**src/rtl/ice_slave_arbiter.sv**
```systemverilog
// Slave-return arbiter: grants one of NUM_DEV devices the sl_data bus, buffers latched bytes
// in a FIFO toward the UART TX path. Define ICE_ARB_STATS_EN to build the frame/drop counters.
module ice_slave_arbiter #(
  parameter int NUM_DEV   = 8,
  parameter int FIFO_AW   = 4,
  parameter int TIMEOUT_W = 16
) (
  input  logic                       clk,
  input  logic                       reset,
  input  logic                       cfg_rr_mode,
  input  logic [NUM_DEV-1:0]         cfg_dev_mask,
  input  logic [TIMEOUT_W-1:0]       cfg_timeout,
  input  logic [NUM_DEV-1:0]         sl_arb_request,
  output logic [NUM_DEV-1:0]         sl_arb_grant,
  input  logic [7:0]                 sl_data,
  input  logic                       sl_data_latch,
  output logic                       sl_overflow,
  output logic [$clog2(NUM_DEV)-1:0] grant_id,
  output logic                       busy,
  output logic                       frame_abort,
  output logic                       drop_err,
  output logic [7:0]                 tx_char,
  output logic                       tx_char_valid,
  input  logic                       tx_char_ready,
  output logic [15:0]                stat_frames,
  output logic [7:0]                 stat_drops
);

  localparam int ID_W  = $clog2(NUM_DEV);
  localparam int DEPTH = 2 ** FIFO_AW;

  typedef enum logic [1:0] {S_IDLE, S_GRANT, S_RELEASE} state_e;

  state_e               state_q, state_d;
  logic [ID_W-1:0]      grant_id_q, grant_id_d;
  logic [NUM_DEV-1:0]   lockout_q, lockout_d;
  logic [TIMEOUT_W-1:0] wd_q, wd_d, wd_inc;
  logic                 frame_abort_q, frame_abort_d;
  logic                 drop_err_q;
  logic [NUM_DEV-1:0]   eligible;
  logic [ID_W-1:0]      winner, scan_idx;
  logic                 found;

  assign eligible = sl_arb_request & cfg_dev_mask & ~lockout_q;
  assign wd_inc   = wd_q + TIMEOUT_W'(1);

  // Round-robin scans upward from the slot after the previous winner.
  // NOTE: every variable written in always_comb gets a default first, so no path infers a latch.
  always_comb begin
    winner   = '0;
    found    = 1'b0;
    scan_idx = '0;
    if (cfg_rr_mode) begin
      for (int k = 1; k <= NUM_DEV; k++) begin
        scan_idx = ID_W'((int'(grant_id_q) + k) % NUM_DEV);
        if (!found && eligible[scan_idx]) begin
          found  = 1'b1;
          winner = scan_idx;
        end
      end
    end else begin
      for (int i = NUM_DEV - 1; i >= 0; i--) begin
        scan_idx = ID_W'(i);
        if (eligible[scan_idx]) begin
          found  = 1'b1;
          winner = scan_idx;
        end
      end
    end
  end

  always_comb begin
    state_d       = state_q;
    grant_id_d    = grant_id_q;
    wd_d          = wd_q;
    lockout_d     = lockout_q & sl_arb_request;
    frame_abort_d = 1'b0;
    case (state_q)
      S_IDLE: begin
        wd_d = '0;
        if (found) begin
          grant_id_d = winner;
          state_d    = S_GRANT;
        end
      end
      S_GRANT: begin
        // A normal end takes priority over a watchdog expiry in the same cycle.
        if (!sl_arb_request[grant_id_q]) begin
          state_d = S_RELEASE;
        end else if (sl_data_latch) begin
          wd_d = '0;
        end else if (cfg_timeout != '0 && wd_inc == cfg_timeout) begin
          frame_abort_d         = 1'b1;
          lockout_d[grant_id_q] = 1'b1;
          state_d               = S_RELEASE;
        end else begin
          wd_d = wd_inc;
        end
      end
      S_RELEASE: state_d = S_IDLE;
      default:   state_d = S_IDLE;
    endcase
  end

  // NOTE: sequential state uses non-blocking assignments so every register samples pre-edge values.
  always_ff @(posedge clk or negedge reset) begin
    if (!reset) begin
      state_q       <= S_IDLE;
      grant_id_q    <= ID_W'(NUM_DEV - 1);
      lockout_q     <= '0;
      wd_q          <= '0;
      frame_abort_q <= 1'b0;
    end else begin
      state_q       <= state_d;
      grant_id_q    <= grant_id_d;
      lockout_q     <= lockout_d;
      wd_q          <= wd_d;
      frame_abort_q <= frame_abort_d;
    end
  end

  always_comb begin
    sl_arb_grant = '0;
    if (state_q == S_GRANT) sl_arb_grant[grant_id_q] = 1'b1;
  end

  assign grant_id    = grant_id_q;
  assign busy        = (state_q != S_IDLE);
  assign frame_abort = frame_abort_q;

  // Return FIFO
  logic [7:0]         mem_q [DEPTH];
  logic [FIFO_AW-1:0] wr_ptr_q, rd_ptr_q;
  logic [FIFO_AW:0]   count_q;
  logic               full, empty, latch_ok, push, pop, drop;

  assign full     = (count_q == (FIFO_AW + 1)'(DEPTH));
  assign empty    = (count_q == '0);
  assign latch_ok = (state_q == S_GRANT) && sl_data_latch;
  assign pop      = !empty && tx_char_ready;
  assign push     = latch_ok && (!full || pop);
  assign drop     = latch_ok && full && !pop;

  always_ff @(posedge clk or negedge reset) begin
    if (!reset) begin
      wr_ptr_q   <= '0;
      rd_ptr_q   <= '0;
      count_q    <= '0;
      drop_err_q <= 1'b0;
    end else begin
      if (push) wr_ptr_q <= wr_ptr_q + FIFO_AW'(1);
      if (pop)  rd_ptr_q <= rd_ptr_q + FIFO_AW'(1);
      case ({push, pop})
        2'b10:   count_q <= count_q + (FIFO_AW + 1)'(1);
        2'b01:   count_q <= count_q - (FIFO_AW + 1)'(1);
        default: count_q <= count_q;
      endcase
      drop_err_q <= drop;
    end
  end

  // NOTE: storage has no reset; emptiness is tracked by count_q, so stale bytes are never visible.
  always_ff @(posedge clk) begin
    if (push) mem_q[wr_ptr_q] <= sl_data;
  end

  assign tx_char       = mem_q[rd_ptr_q];
  assign tx_char_valid = !empty;
  assign sl_overflow   = full;
  assign drop_err      = drop_err_q;

`ifdef ICE_ARB_STATS_EN
  logic [15:0] frames_q;
  logic [7:0]  drops_q;
  logic        frame_done;

  assign frame_done = (state_q == S_GRANT) && !sl_arb_request[grant_id_q];

  always_ff @(posedge clk or negedge reset) begin
    if (!reset) begin
      frames_q <= '0;
      drops_q  <= '0;
    end else begin
      if (frame_done)                frames_q <= frames_q + 16'd1;
      if (drop && drops_q != 8'hFF) drops_q  <= drops_q + 8'd1;
    end
  end

  assign stat_frames = frames_q;
  assign stat_drops  = drops_q;
`else
  assign stat_frames = '0;
  assign stat_drops  = '0;
`endif

endmodule

```
**config.mk**
```make
export PLATFORM = sky130hd
export DESIGN_NAME = ice_slave_arbiter
export DESIGN_NICKNAME = d
export VERILOG_FILES = /design/src/rtl/ice_slave_arbiter.sv
export SDC_FILE = /design/constraint.sdc
export NUM_CORES = 1
export LEC_CHECK = 0
export ABC_AREA = 0
export ABC_CLOCK_PERIOD_IN_PS = 4600
export CAP_MARGIN = 0
export CORE_MARGIN = 3
export CORE_UTILIZATION = 53
export CTS_CLUSTER_SIZE = 16
export DETAILED_ROUTE_END_ITERATION = 8
export MAX_ROUTING_LAYER = met4
export PLACE_DENSITY = 0.75
export SYNTH_ARGS = -nofsm -noshare
export SYNTH_HDL_FRONTEND = slang
export SYNTH_SLANG_ARGS = --single-unit
```
**constraint.sdc**
```tcl
create_clock -name clk -period 4.6 [get_ports clk]
set_input_delay 0.92 -clock clk [delete_from_list [all_inputs] [get_ports clk]]
set_output_delay 0.92 -clock clk [all_outputs]
set_load 0.02 [all_outputs]
```
-- Word-level counts from Yosys, hierarchy flattened
Memory sizes are Yosys's and may differ from the RTL's.
Cells that the tools add are included.
- memories kept: 1
- output and inout port bits: 48
- memory bits (writable): 128
- register bits: 44
- bits of input ports: 45
- word-level logic and storage cells: 164
- memory list (name ; words ; bits a word ; read ports ; clocked after Yosys merged registers in ; wr ports ; RTL line ; RTL):
    mem_q ; 16 ; 8 ; 1 ; 0 ; 1 ; 132 ; logic [7:0] mem_q [DEPTH];
- add/sub/neg operators: 13
- $lt $le $gt $ge: 10
- bitwise operators: 5
- equality and inequality tests: 10
- multiplexer cells: 82
- reductions and logical operators: 34
- operators with widths (cell ; number):
    $mux W3 ; 17
    $mux W16 ; 3
    $mux W1 ; 40
    $mux W8 ; 5
    $lt A3 B4 Y1 const B ; 9
    $pmux W16 S2 ; 1
    $bmux W1 S3 ; 9
    $and A8 B8 Y8 ; 3
    $add A16 B1 Y16 const B ; 1
    $eq A16 B16 Y1 ; 1
    $reduce_bool A16 Y1 ; 1
    $logic_and A1 B1 Y1 ; 14
    $add A3 B3 Y3 const B ; 4
    $logic_not A1 Y1 ; 10
    $pmux W5 S2 ; 1
    $ne A3 B3 Y1 const B ; 3
    $add A4 B1 Y4 const B ; 2
    $mux W2 ; 4
    $not A8 Y8 ; 1
    $or A8 B8 Y8 ; 1
    $add A3 B1 Y3 const B ; 2
    $add A3 B2 Y3 const B ; 2
    $reduce_and A3 Y1 ; 2
    $reduce_bool A2 Y1 ; 3
    13 further kinds ; 15

-- Logic depth before layout (Yosys ltp)
Gate-level depths: netlist of run 1.
- depth in word-level cells: 36
- gate-level depth with buffers: 13
- gate-level depth less buffers: 10

-- Worst setup path before layout of run 1
Ideal clock, no wire load.
- path kind: flip-flop to flip-flop
- from: register grant_id_q[0] (netlist: grant_id[0])
- to: register grant_id_q[2] (netlist: grant_id[2])
- setup time: 81 ps
- data required time: 4519 ps
- stages on the path, launching flop included: 13
- path buffers: 4
- period minus slack after synthesis: 3653 ps
- slack: 947 ps
- arrival time: 3572 ps
- cells stage by stage: dfstp_2 > inv_1 > clkbuf_1 > clkbuf_1 > ha_1 > buf_2 > buf_2 > mux2_2 > mux4_2 > nand3_1 > nor3_1 > or4_1 > o221a_1
- cells in the longest elaborated chain, start to end: 34
- elaborated cells on any way between the ends: 64
- those cells by class: add/sub (8); mux (41); reduce/logical (15)
- RTL lines (element ; RTL line ; RTL):
    start, declared ; 35 ; logic [ID_W-1:0] grant_id_q, grant_id_d;
    start signal, assigned ; 109 ; grant_id_q <= ID_W'(NUM_DEV - 1);
    start signal, assigned ; 115 ; grant_id_q <= grant_id_d;
    $add A3 B1 Y3 ; 55 ; scan_idx = ID_W'((int'(grant_id_q) + k) % NUM_DEV);
    $bmux W1 S3 ; 56 ; if (!found && eligible[scan_idx]) begin
    $mux W1 (not written as such) ; 56 ;
    $mux W1 ; 56 ;
    $mux W1 ; 53 ; if (cfg_rr_mode) begin
    $logic_not A1 Y1 ; 56 ;
    $logic_and A1 B1 Y1 ; 56 ;
    $mux W1 ; 56 ;
    (+18 left out) ; - ;
    $logic_and A1 B1 Y1 ; 56 ;
    $mux W1 ; 56 ;
    $mux W1 ; 53 ;
    $logic_not A1 Y1 ; 56 ;
    $logic_and A1 B1 Y1 ; 56 ;
    $mux W1 ; 56 ;
    $mux W1 ; 53 ;
    $reduce_and A2 Y1 (no line) ; - ;
Several ways; a longest one is shown, not always the timed one. The select of a mux whose other input is x is not followed.
A chain may end at the register's enable or synchronous reset.

-- Worst setup path after layout of run 1
- from: register grant_id_q[0] (netlist: grant_id[0])
- to: register grant_id_q[1] (netlist: grant_id[1])
The elaborated chain is that of the path after synthesis.

==> reports/metrics.json, run 1 <==
{
  "crit_path_start_kind": "flop",
  "count_of_flip_flops_with_a_built_in_enable_after_synthesis": 128,
  "wire_length_of_the_first_global_routing_pass_um": 35300,
  "first_iter_violations": 463,
  "grt-ovfl-total": 0,
  "cts_max_path_buffers": 2,
  "fin_nets": 807,
  "fp.dieW_um": 138,
  "timing.setup.critical_path_class": "reg -> reg",
  "drt-pass1-iter-count": 8,
  "final.setup_skew_ns": 0.0107,
  "clock_tree.htree_level_count": 4,
  "via_count_of_the_first_global_routing_pass": 6263,
  "initial_core_util_pct": 54.7,
  "tritoncts_num_sinks": 172,
  "synth_cells": 679,
  "drive_gt1_share_pct": 15.7,
  "grt_setup_unrepaired": "false",
  "diodes": 0,
  "hp-class": "reg -> reg",
  "post-cts-setup-buffer-count": 0,
  "postSynthAreaPerCell_um2": 13.5,
  "timing.max_cap.violations": 0,
  "synth_async_sr_flop_share_pct": 25.6,
  "finalCritPeriodShare_pct": 84.1,
  "port_buffer_cells": 68,
  "cts_hold_buffers": 0,
  "hpwlAfterDp_um": 14900,
  "finalSetupViolCount": 0,
  "final_hold_viol_count": 0,
  "proportion_of_synthesized_chip_area_in_sequential_cells_pct": 53.9,
  "period_minus_slack_ns": 3.87,
  "grt_start_max_net_pins": 45,
  "layout_overhead_on_the_synthesized_area_pct": 15.4,
  "max_freq_mhz": 259,
  "postSynth.topFlopCell": "edfxtp_1",
  "netlist_area_mm2": 0.00917,
  "synth_seq_cells": 172,
  "postCtsResizedCells": 0,
  "p_seq_share_pct": 32.7,
  "ir_worst_vdd_v": 0.000306,
  "antenna_found_initial": 0,
  "route.vias.total": 6229,
  "postLayoutCoreUtil_pct": 63.2,
  "fp.dieH_um": 138,
  "die_area_mm2": 0.0189,
  "yosys_warnings": 0,
  "internal_cell_power_uw": 3820,
  "route.detailed.wl_per_inst_um": 22.9,
  "routed_wirelength_um": 22400,
  "cellLeakagePower_uw": 0.00381,
  "drc_errors": 0,
  "final-max-slew-violation-count": 0,
  "antenna_left": 0,
  "pwr_density_cell_mw_per_mm2": 585,
  "status": "completed",
  "worstSkewPairLatency_ns": 0.43,
  "place_congestion": 0.980,
  "power_switching_share_pct": 38.2,
  "routed_via_density": 6.36,
  "cts_tree": "built",
  "globalRouteTotalUtil_pct": 25.8,
  "setup-tns-final_ns": 0,
  "crit_path_max_fanout": 20,
  "critPathRequiredTime_ns": 4.94,
  "power.clock.fraction_pct": 22.2,
  "core-area_mm2": 0.0168,
  "timing.slew.headroom_pct": 32.1,
  "floorplan.rows": 47,
  "clk_pin_slew_worst_setup_hold_paths_ns": 0.07,
  "cts_root_buf": "clkbuf_16",
  "power_frac_comb_pct": 45.1,
  "cp_data_arrival_time_ns": 4.21,
  "slew_at_the_pin_closest_to_its_max_slew_limit_ns": 1.02,
  "fillers": 1248,
  "power.switching_uw": 2370,
  "cts_buffer_count": 17,
  "top_level_ports": 93,
  "worstSetupEndpointType": "flop",
  "yosys.cell_types.count": 70
}
-- worst max-delay path, cell delays in order, from the launching register on --
cell,delay [ns]
dfstp_2,0.54
inv_1,0.04
buf_4,0.21
ha_1,0.67
buf_4,0.30
mux2i_1,0.12
mux4_2,0.53
or3_1,0.40
nor4b_1,0.50
nand2_1,0.14
a31oi_1,0.22
a21oi_1,0.09
-- path summary, 6_finish.rpt --
path / from / end / slack [ns] / depth (start not counted)
worst max-delay path: grant_id[0]$_DFFE_PN1P_ / grant_id[1]$_DFFE_PN1P_ / 0.73 / 11
worst min-delay path: count_q[4]$_DFFE_PN0P_ / count_q[4]$_DFFE_PN0P_ / 0.49 / 1
worst max register to register: grant_id[0]$_DFFE_PN1P_ / grant_id[1]$_DFFE_PN1P_ / 0.73 / 11
worst min register to register: count_q[4]$_DFFE_PN0P_ / count_q[4]$_DFFE_PN0P_ / 0.49 / 1
max in group asynchronous: reset / rd_ptr_q[0]$_DFFE_PN0P_ / 3.24 / 1
min in group asynchronous: reset / lockout_q[0]$_DFF_PN0_ / 0.65 / 1
-- registers in the layout, summed over array words and instances, names as in the netlist, 2 cells and up --
name and count:
mem_q 128, wd_q 16, state_q 2, lockout_q 8, count_q 5, wr_ptr_q 4, rd_ptr_q 4, grant_id 3
-- metal layers --
| layer | up-vias | global-route usage (%) | routed length [µm] |
|---|---|---|---|
| met3 | 51 | 5.22 | 1600 |
| met4 | 0 | 7.87 | 488 |
| met5 | - | - | 0 |
| li1 | 2762 | - | - |
| met2 | 317 | 42.4 | 11600 |
| met1 | 3099 | 32.6 | 8730 |
-- cell usage after synthesis (8+ instances only) --
| master | count | share of area, % |
|---|---|---|
| mux2i_1 | 15 | 1.6 |
| dfrtp_1 | 41 | 11 |
| nor3_1 | 13 | 0.71 |
| a2111oi_0 | 8 | 0.76 |
| inv_1 | 21 | 0.86 |
| and2_1 | 15 | 1.0 |
| clkbuf_1 | 17 | 0.70 |
| a21oi_1 | 19 | 1.0 |
| nand2_1 | 46 | 1.9 |
| xor2_1 | 9 | 0.86 |
| o211ai_1 | 11 | 0.90 |
| mux4_2 | 51 | 13 |
| nor4_1 | 13 | 0.89 |
| and3_1 | 10 | 0.68 |
| xnor2_1 | 25 | 2.4 |
| nand3_1 | 14 | 0.76 |
| nor2_1 | 23 | 0.94 |
| edfxtp_1 | 128 | 42 |
| buf_2 | 11 | 0.60 |
| o31ai_1 | 8 | 0.65 |
| nand4_1 | 9 | 0.61 |
| a22o_1 | 8 | 0.76 |
| ha_1 | 15 | 2.0 |
| buf_4 | 25 | 2.0 |
| nand3b_1 | 10 | 0.82 |
| o21ai_0 | 9 | 0.49 |
-- final cells by class --
cell class | count | area (µm²) | share of cell area [%]
Clock inverter | 15 | 148 | 1.39
Timing Repair Buffer | 83 | 801 | 7.56
Inverter | 22 | 82.6 | 0.780
Multi-Input combinational cell | 450 | 3900 | 36.9
Clock buffer | 17 | 425 | 4.02
Tap cell | 220 | 275 | 2.60
Sequential cell | 172 | 4950 | 46.8
-- layout by cell type (no fill, tap or decap), types with 17 or more instances in the layout --
cell	synthesis	layout
a21oi_1	19	19
dfrtp_1	41	40
clkbuf_16	0	17
mux4_2	51	51
edfxtp_1	128	128
clkdlybuf4s50_1	0	67
nand2_1	46	46
xnor2_1	25	25
nor2_1	23	23
inv_1	21	21
conb_1	1	24
-- cells by family after synthesis --
| kind of cell | Yosys count | synth area share [%] |
|---|---|---|
| simple gates | 201 | 12.8 |
| flops | 172 | 53.9 |
| compound gates | 103 | 8.32 |
| buf+inv | 80 | 4.45 |
| mux | 72 | 14.9 |
| xor+xnor | 34 | 3.25 |
| fa+ha+maj | 16 | 2.26 |
| other cells | 1 | 0.0409 |
-- metrics by stage --
stage	hold WS [ns]	std cells	total power [µW]	area [µm²]	worst slack, ns
2_1_floorplan	0.454	702	3990	9260	0.947
3_3_place_gp	0.469	947	4710	10000	0.855
3_5_place_dp	0.482	947	4800	10000	0.762
4_1_cts	0.490	979	6200	10600	0.829
5_1_grt	0.507	979	6510	10600	0.556
6_report	0.487	979	6190	10600	0.733
-- power groups by stage --
stage               Combinational [µW]  Clock (µW)  Sequential, µW
finish                            2790        1370            2020
floorplan                         2040           0            1950
global route                      3000        1470            2040
CTS                               2780        1400            2020
detailed placement                2750           0            2040
global placement                  2680           0            2030
Note: power is estimated with default switching activity, not from simulation.
==> inputs of run 2 (changes only) <==
ABC_CLOCK_PERIOD_IN_PS = 3650   (was 4600)
clock period = 3.65 ns   (was 4.6 ns; I/O delays follow)
==> run 2 against run 1 <==
  * Count of clock-buffer cells in the layout grew 7
  * First-iteration DRC count grew 8.0%
  * Cell count grew 1.4%
  * Register-to-register slack lost 0.44 ns
  * Final area grew 1.3%
  * Die area is the same
  * Total power grew 29%
  * Utilization grew 0.85 points
  * Clock power grew 33%
  * Sequential share of layout area shrank 0.62 points
  * Critical path type is now reg -> out
  * Critical endpoint is now tx_char[5]
==> reports/metrics.json, run 2 (same netlist as run 1, synthesis figures left out) <==
{
  "wire_length_of_the_first_global_routing_pass": {"value": 34600, "unit": "µm", "change": "-1.9%"},
  "finalCritPeriodShare_pct": 94.1,
  "dpl-instance-area": {"value": 0.0101, "unit": "mm²", "change": "+1.0%"},
  "globalRouteTotalUtil": {"value": 24.8, "unit": "%", "change": "-1.0 points"},
  "timing.rr.end": "grant_id[1]$_DFFE_PN1P_",
  "cts_hold_buffers": {"value": 0, "change": "unchanged"},
  "grt_setup_unrepaired": "false",
  "diodes": {"value": 0, "change": "unchanged"},
  "fin_nets": {"value": 821, "change": "+1.7%"},
  "pwr_density_cell": {"value": 745, "unit": "mW/mm²", "change": "+27%"},
  "worstSkewPairLatency": {"value": 0.43, "unit": "ns", "change": "about the same"},
  "regToRegSetupSlack": {"value": 0.29, "unit": "ns", "change": "-0.44 ns"},
  "largest_register_ff_count": {"value": 128, "change": "unchanged"},
  "timing.slew.headroom": {"value": 28.6, "unit": "%", "change": "-3.6 points"},
  "die_area": {"value": 0.0189, "unit": "mm²", "change": "unchanged"},
  "cellLeakagePower": {"value": 0.00390, "unit": "µW", "change": "+2.5%"},
  "drt-pass1-iter-count": {"value": 7, "change": "-1"},
  "grt-ovfl-total": {"value": 0, "change": "unchanged"},
  "layout.cells.most_common_list": "edfxtp_1, clkdlybuf4s50_1, mux4_2",
  "slew_at_the_pin_closest_to_its_max_slew_limit": {"value": 1.07, "unit": "ns", "change": "+0.0533 ns"},
  "ir_worst_vdd": {"value": 0.000563, "unit": "V", "change": "+84%"},
  "registers.top_by_ff_count": "mem_q",
  "cts_tree": "built",
  "floorplan.rows": {"value": 47, "change": "unchanged"},
  "clock_tree.htree_level_count": {"value": 4, "change": "unchanged"},
  "stdcell_count": {"value": 993, "change": "+1.4%"},
  "place_congestion": {"value": 0.937, "change": "-4.4%"},
  "setup-tns-final": {"value": 0, "unit": "ns", "change": "unchanged"},
  "grtUsageMet3": {"value": 4.57, "unit": "%", "change": "-0.66 points"},
  "cts_root_buf": "clkbuf_16",
  "routed_via_density": {"value": 6.33, "change": "-0.51%"},
  "drc_errors": {"value": 0, "change": "unchanged"},
  "worstSetupEndpointType": "output port",
  "status": "completed",
  "final-max-slew-violation-count": {"value": 0, "change": "unchanged"},
  "fillers": {"value": 1230, "change": "-1.4%"},
  "setup.worst_path.start": "rd_ptr_q[1]$_DFFE_PN0P_",
  "grt_most_used_layer": "met2",
  "fp.dieW": {"value": 138, "unit": "µm", "change": "unchanged"},
  "final.setup_skew": {"value": 0.0122, "unit": "ns", "change": "+0.00144 ns"},
  "mostFrequentLayoutCell": "edfxtp_1",
  "drive_gt1_share": {"value": 16.9, "unit": "%", "change": "+1.3 points"},
  "grt.met2_usage": {"value": 40.5, "unit": "%", "change": "-1.9 points"},
  "core-area": {"value": 0.0168, "unit": "mm²", "change": "unchanged"},
  "clk_pin_slew_worst_setup_hold_paths": {"value": 0.07, "unit": "ns", "change": "about the same"},
  "hpwlAfterDp": {"value": 15200, "unit": "µm", "change": "+1.9%"},
  "cts_max_path_buffers": {"value": 2, "change": "unchanged"},
  "period_minus_slack_ns": 3.44,
  "cp_data_arrival_time": {"value": 2.71, "unit": "ns", "change": "-1.50 ns"},
  "timing.setup.critical_path_class": "reg -> out",
  "via_count_of_the_first_global_routing_pass": {"value": 6290, "change": "+0.43%"},
  "antenna_left": {"value": 0, "change": "unchanged"},
  "critical_path.endpoint": "tx_char[5]",
  "fin_area": {"value": 0.0107, "unit": "mm²", "change": "+1.3%"},
  "critPathRequiredTime": {"value": 2.92, "unit": "ns", "change": "-2.02 ns"},
  "final_hold_viol_count": {"value": 0, "change": "unchanged"},
  "routed_wirelength": {"value": 21700, "unit": "µm", "change": "-3.3%"},
  "initial_core_util": {"value": 54.7, "unit": "%", "change": "unchanged"},
  "top_level_ports": {"value": 93, "change": "unchanged"},
  "timing.max_cap.violations": {"value": 0, "change": "unchanged"},
  "reg.largest.list": "mem_q x128, wd_q x16, lockout_q x8",
  "grt_start_max_net_pins": {"value": 45, "change": "unchanged"},
  "first_iter_violations": {"value": 500, "change": "+8.0%"},
  "crit_path_max_fanout": {"value": 34, "change": "+70%"},
  "finalSetupViolCount": {"value": 0, "change": "unchanged"},
  "route.vias.total": {"value": 6286, "change": "+0.92%"},
  "dp.cells": {"value": 961, "change": "+1.5%"},
  "route.detailed.wl_per_inst": {"value": 21.8, "unit": "µm", "change": "-4.7%"},
  "layout_overhead_on_the_synthesized_area_pct": 16.9,
  "max_freq_mhz": 291,
  "crit-reg2reg-launch": "grant_id[1]$_DFFE_PN1P_",
  "grtUsageMet1": {"value": 32.2, "unit": "%", "change": "-0.41 points"},
  "hp-class": "reg -> reg",
  "port_buffer_cells": {"value": 68, "change": "unchanged"},
  "tritoncts_num_sinks": {"value": 172, "change": "unchanged"},
  "antenna_found_initial": {"value": 0, "change": "unchanged"},
  "crit_path_start_kind": "flop",
  "cts_buffer_count": {"value": 17, "change": "unchanged"},
  "fp.dieH": {"value": 138, "unit": "µm", "change": "unchanged"},
  "reg2reg_depth": {"value": 10, "change": "-1"}
}
==> run 2: cell types whose count changed in the layout (fill, tap and decap cells not counted), sizes merged <==
cell	change
clkbuf	+7
buf	+14
clkinvlp	-2
clkinv	-2
inv	-3
==> run 2: stage by stage <==
stage               total power, µW  worst slack, ns  utilization (%)  hold WS [ns]
floorplan                      5030           0.0276                -         0.434
global placement               6050            0.213             60.4         0.461
detailed placement             6140           0.0931             60.4         0.473
CTS                            7980            0.182             64.0         0.481
global route                   8390          0.00998             64.0         0.526
finish                         7990            0.214             64.0         0.479
==> run 2: critical path: stages (launching register included) <==
cell and delay, ns:
dfrtp_1 0.35, buf_4 0.43, mux4_2 0.40, mux4_2 0.48, clkdlybuf4s50_1 0.59
==> run 2: final cells by class <==
type | count | area, µm² | share of cell area, %
timing repair buffer | 97 | 906 | 8.44
tap | 220 | 275 | 2.57
clock inverter | 8 | 67.6 | 0.630
clock buffer | 24 | 537 | 5.00
sequential | 172 | 4950 | 46.1
multi-input combinational | 450 | 3910 | 36.4
inverter | 22 | 82.6 | 0.770
==> run 2: routing by layer <==
| layer | vias to the layer above | wire length, µm | share of wire, % |
|---|---|---|---|
| li1 | 2787 | - | - |
| met1 | 3124 | 8930 | 41 |
| met2 | 329 | 10900 | 51 |
| met3 | 46 | 1410 | 6.5 |
| met4 | 0 | 365 | 1.7 |
| met5 | - | 0 | 0 |
==> run 2: power by group <==
part	leakage [µW]	switching, µW	total, µW	internal, µW
Sequential	0.00172	203	2510	2310
Clock	0.000300	774	1820	1050
Combinational	0.00188	1950	3660	1700
Total	0.00390	2930	7990	5060
==> run 2: worst min-delay path by stage <==
stage	from	endpoint	cells past startpoint
floorplan	reset	count_q[0]$_DFFE_PN0P_	0
global placement	rd_ptr_q[1]$_DFFE_PN0P_	rd_ptr_q[1]$_DFFE_PN0P_	2
detailed placement	count_q[4]$_DFFE_PN0P_	count_q[4]$_DFFE_PN0P_	1
CTS	count_q[4]$_DFFE_PN0P_	count_q[4]$_DFFE_PN0P_	1
global route	count_q[4]$_DFFE_PN0P_	count_q[4]$_DFFE_PN0P_	1
finish	count_q[4]$_DFFE_PN0P_	count_q[4]$_DFFE_PN0P_	1
==> run 2: timing repair <==
action	CTS	global route
gates resized for setup	0	1
buffers inserted	0	0
setup endpoints to repair	0	1
